==> config.mk <==
export PLATFORM = sky130hd
export DESIGN_NAME = monitor_bus_master
export DESIGN_NICKNAME = d
export VERILOG_FILES = /design/src/rtl/monitor_bus_master.sv
export SDC_FILE = /design/constraint.sdc
export NUM_CORES = 1
export LEC_CHECK = 0
export ABC_CLOCK_PERIOD_IN_PS = 2700
export BUFFER_PORTS_ARGS = -buffer_cell sky130_fd_sc_hd__buf_4
export CORE_MARGIN = 4
export CORE_UTILIZATION = 50
export CTS_CLUSTER_SIZE = 30
export DETAILED_ROUTE_END_ITERATION = 12
export PLACE_DENSITY = 0.9
export SYNTH_ARGS = -nofsm -noshare
export SYNTH_HDL_FRONTEND = slang
export SYNTH_SLANG_ARGS = --single-unit
==> constraint.sdc <==
create_clock -name CLK -period 2.7 [get_ports CLK]
set_input_delay 0.54 -clock CLK [delete_from_list [all_inputs] [get_ports CLK]]
set_output_delay 0.54 -clock CLK [all_outputs]
set_load 0.02 [all_outputs]
==> src/rtl/monitor_bus_master.sv <==
// Purpose: reads a burst of consecutive card-bus slave words and streams each captured word out on rd_data/rd_valid.
// Latency: 4 cycles per word minimum (SEL, WAIT_ACK, HOLD, RELEASE) plus one DONE cycle that ends the burst.
// Backpressure: stays in HOLD with CARD_SEL and rd_data held until rd_ready; each ack phase aborts after TIMEOUT cycles.
module monitor_bus_master #(
    parameter int AW      = 10,
    parameter int DW      = 32,
    parameter int CNT_W   = 6,
    parameter int TIMEOUT = 255
) (
    input  logic             CLK,
    input  logic             RESET,
    input  logic             start,
    input  logic [AW-1:0]    base_addr,
    input  logic [CNT_W-1:0] burst_len,
    output logic             CARD_SEL,
    output logic [AW-1:0]    AI,
    output logic             WR_IN_N,
    input  logic             SACK_N,
    input  logic [DW-1:0]    SDO,
    output logic [DW-1:0]    rd_data,
    output logic             rd_valid,
    input  logic             rd_ready,
    output logic             busy,
    output logic             done,
    output logic             err
);
    localparam int              TW     = $clog2(TIMEOUT + 1);
    localparam logic [TW-1:0]   T_LAST = TW'(TIMEOUT - 1);

    typedef enum logic [2:0] {
        IDLE,
        SEL,
        WAIT_ACK,
        HOLD,
        RELEASE,
        DONE
    } state_t;

    state_t           state;
    state_t           state_n;
    logic [CNT_W-1:0] remaining;
    logic [TW-1:0]    timer;
    logic [AW-1:0]    ai_q;
    logic [DW-1:0]    data_q;
    logic             valid_q;
    logic             err_q;

    logic start_acc;
    logic ld_cmd;
    logic capture;
    logic handshake;
    logic advance;
    logic tmr_inc;
    logic tmo;

    // State register; reset drops any burst in flight without a done pulse.
    always_ff @(posedge CLK) begin
        if (RESET) begin
            state <= IDLE;
        end else begin
            state <= state_n;
        end
    end

    // Next-state logic and one-cycle datapath strobes.
    always_comb begin
        state_n   = state;
        start_acc = 1'b0;
        ld_cmd    = 1'b0;
        capture   = 1'b0;
        handshake = 1'b0;
        advance   = 1'b0;
        tmr_inc   = 1'b0;
        tmo       = 1'b0;
        unique case (state)
            IDLE: begin
                if (start) begin
                    start_acc = 1'b1;
                    if (burst_len != '0) begin
                        ld_cmd  = 1'b1;
                        state_n = SEL;
                    end else begin
                        state_n = DONE;
                    end
                end
            end
            SEL: begin
                state_n = WAIT_ACK;
            end
            WAIT_ACK: begin
                if (!SACK_N) begin
                    capture = 1'b1;
                    state_n = HOLD;
                end else if (timer == T_LAST) begin
                    tmo     = 1'b1;
                    state_n = DONE;
                end else begin
                    tmr_inc = 1'b1;
                end
            end
            HOLD: begin
                if (valid_q && rd_ready) begin
                    handshake = 1'b1;
                    state_n   = RELEASE;
                end
            end
            RELEASE: begin
                if (SACK_N) begin
                    if (remaining == '0) begin
                        state_n = DONE;
                    end else begin
                        advance = 1'b1;
                        state_n = SEL;
                    end
                end else if (timer == T_LAST) begin
                    tmo     = 1'b1;
                    state_n = DONE;
                end else begin
                    tmr_inc = 1'b1;
                end
            end
            DONE: begin
                state_n = IDLE;
            end
            default: begin
                state_n = IDLE;
            end
        endcase
    end

    // Address, word counter, ack timer, captured word and sticky error flag.
    always_ff @(posedge CLK) begin
        if (RESET) begin
            ai_q      <= '0;
            remaining <= '0;
            timer     <= '0;
            data_q    <= '0;
            valid_q   <= 1'b0;
            err_q     <= 1'b0;
        end else begin
            if (start_acc) begin
                err_q <= 1'b0;
            end
            if (ld_cmd) begin
                ai_q      <= base_addr;
                remaining <= burst_len;
            end
            if (advance) begin
                ai_q <= ai_q + 1'b1;
            end
            // Timer restarts for each ack phase: entering WAIT_ACK (from SEL) and entering RELEASE.
            if (state == SEL || handshake) begin
                timer <= '0;
            end else if (tmr_inc) begin
                timer <= timer + 1'b1;
            end
            if (capture) begin
                data_q  <= SDO;
                valid_q <= 1'b1;
            end
            if (handshake) begin
                valid_q   <= 1'b0;
                remaining <= remaining - 1'b1;
            end
            if (tmo) begin
                err_q <= 1'b1;
            end
        end
    end

    // Select is held through HOLD so the slave keeps its ack until the word is consumed.
    assign CARD_SEL = (state == SEL) || (state == WAIT_ACK) || (state == HOLD);
    assign AI       = ai_q;
    assign WR_IN_N  = 1'b1;
    assign rd_data  = data_q;
    assign rd_valid = valid_q;
    assign busy     = (state != IDLE);
    assign done     = (state == DONE);
    assign err      = err_q;

endmodule

==> metrics.md <==
| Metric | Value |
|---|---|
| Worst EP required | roughly 2.2 ns |
| Maximum clock rate | approximately 500 MHz |
| Max_cap viols | 0 |
| Root cell of the clock tree | clkbuf_8 |
| Initial DRC count | 209 |
| Post-synth EDFFs | 0 |
| Post-synthesis cell type count | 52 |
| Async S/R FF share, synth | 0 |
| Clock-pin slew on the worst setup and hold paths | about 0.06 ns |
| Total number of vias | 2,950 |
| Post-Synth Adder-Cell Area | 0.01751 |
| Highest-count cells in the layout ignoring fill and taps | buf_4 (104), nand2_1 (77), dfxtp_1 (61), a21oi_1 (47), inv_1 (12) |
| Clock Tree Buf Depth | 2 |
| All-layer global routing usage | 0.2193 |
| Synthesized-area fraction occupied by and/or/nand/nor cells | 0.2372 |
| Post-layout worst setup margin | 0.6413 ns |
| Crit path time final | 2.059 ns |
| Fin util | 0.6953 |
| # resized after CTS | 0 |
| RSZ-0062 raised after global routing | false |
| LEAKAGE | between 1 and 1.5 nW |
| I/O Pins | 101 |
| Pre-CTS WS | ~0.39 ns |
| DRC Markers | 0 |
| Register bit count reported by yosys | a little over 60 |
| # setup viols final | 0 |
| Crit path kind | reg -> out |
| CP arrival | 1.52 ns |
| PwrDens | 622.1 mW/mm2 |
| Total power | around 2.4 mW |
| Largest family of logic cells by synthesized area | simple AND/OR/NAND/NOR gates |
| Status | finished, final reports clean |
| Largest net degree at the start of global routing | 60 |
| Share of cells above drive strength 1 | 0.2886 |
| Minimum hold slack | between 0.4 and 0.5 ns |
| Post-Layout Cell Count | around 520 |
| Total negative slack | 0 ns |
| Final HPWL DP | about 5400 um |
| CORE AREA | around 0.0055 mm2 |
| Worst vdd ir | 403.2 uV |
| Starting Density | 0.5160 |
| Mux contribution to synthesized area | 0.03020 |
| Cts bufs inserted | 9 |
| Skew-Pair Late Insertion Delay | around 0.33 ns |
| Vias in the first global route | between 2k and 3k |
| Crit path max fanout | 10 |
| Die ar. | approximately 0.0070 mm2 |
| Cells after synthesis | 352 |
| Row count | 27 |
| Sink Count | 61 |
| Die Y | approximately 84 um |
| Wirelength per Cell | 15.09 um |
| CP Capture Type | output port |
| CTS Hold Bufs | 0 |
| Mapped Nets | approximately 400 |
| Placed Cells | roughly 500 |
| Synthesized area per cell | 8.122 um2 |
| Area Growth Syn to Fin | 34.75% |
| Pins over their slew limit | 0 |
| First drt pass iteration count | 4 |
| XOR/XNOR share of the synthesized area | 0.003063 |
| Initial antenna violation count | 0 |
| Max_slew headroom | 0.3620 |
| Crit share post-route | 0.7625 |
| Worst Hold Class | in -> reg |
| Clk_skew | 0.004258 ns |
| Commonest non-fill, non-tap cell in the layout | buf_4 |
| Post-route ant nets | 0 |
| WL final | just under 8000 um |
| CTS tree | built |
| GRT overflow | 0 |
| Top FF cell, synth | dfxtp_1 |
| Die X | roughly 84 um |
| Finished Cell Area | slightly below 0.004 mm2 |
| Vias/cell | approximately 5.7 |
| H-Tree Depth | 3 |
| First-pass GRT wire length | 12,690 um |
| Post-CTS setup buffers | 0 |
| PortBufs | between 90 and 100 |
| N_diodes | 0 |
| Sequential fraction of the synthesis area | 0.4271 |
| Placed cell areas | 0.003625 mm2 |
| Complex-gate fraction of the synthesized area | 0.2293 |
| Fillers | roughly 470 |
| RePlAce Congestion | roughly 0.79 |
| Worst-Margin Slew | roughly 0.95 ns |
| Final hold vios | 0 |
| Mapped Area | about 0.0029 mm2 |
| Synth warn | 0 |
| Final #Nets | 500 |
| CP startpoint kind | register |
## power by group
group          leakage, nW  internal, mW  total (mW)  switching [mW]
sequential           0.496         0.952        1.01          0.0572
combinational        0.886         0.205       0.446           0.241
clock                0.116         0.605       0.942           0.337
## sequential cells by signal, summed over array words and instances, names as in the netlist
name,count
err,1
AI,10
state,3
timer,8
remaining,6
rd_valid,1
rd_data,32
## critical path, stage by stage (launching register included)
cell     delay, ns
dfxtp_1       0.56
inv_1         0.22
nor3_1        0.24
buf_4         0.17
## area by class of cell
type,instances,area (um2),share of cell area
multi-input cells,255,1488,0.3862
repair buffers,104,780.7,0.2027
well taps,72,90.09,0.02338
clock inverters,5,100.1,0.02598
clock buffers,10,127.6,0.03313
flip-flops and latches,61,1221,0.3170
inverters,12,45.04,0.01169
## path summary, 6_finish.rpt
kind | startpoint | end | slack, ns | cells past startpoint
worst max-delay path | state[0] | done | 0.64 | 3
worst min-delay path | SDO[19] | rd_data[19] | 0.45 | 3
worst max register to register | state[2] | err | 0.67 | 4
worst min register to register | rd_data[0] | rd_data[0] | 0.45 | 2
## cell families (layout without fill, tap and decap cells)
logic type,after synthesis,count (layout)
AND/OR/NAND/NOR,139,139
AO/OA/AOI/OAI,102,102
flip-flops,61,61
buffers and inverters,36,131
multiplexers,8,8
adder cells (fa/ha/maj),4,4
other,1,1
XOR/XNOR,1,1
## routing by layer
metal | vias to the layer above | wire [um] | global-route usage
li1 | 1448 | - | -
met3 | 17 | 456 | 0.04936
met1 | 1375 | 3101 | 0.2495
met4 | 0 | 214 | 0.1272
met2 | 110 | 4060 | 0.3745
met5 | - | 0 | 0
## synthesized netlist by cell type, drive strengths merged (3+ instances only)
library cell,instances,share of area
or3,6,0.013
a311oi,3,0.0092
inv,12,0.016
nor3,8,0.014
clkbuf,17,0.022
a211oi,5,0.013
a21o,4,0.011
buf,7,0.016
nand3,10,0.018
mux2i,3,0.011
or4,9,0.025
a21oi,47,0.082
nand4,4,0.0088
o21ai,5,0.0088
nor2,7,0.0092
o41ai,4,0.012
nand2b,5,0.011
dfxtp,61,0.43
o22ai,4,0.0088
nand2,77,0.10
ha,4,0.018
o21a,3,0.0079
a221oi,3,0.0092
o31ai,3,0.0079
a22oi,4,0.011
mux2,5,0.020
nor2b,3,0.0066
a31oi,4,0.0088
Power figures use the tool's default switching activity.
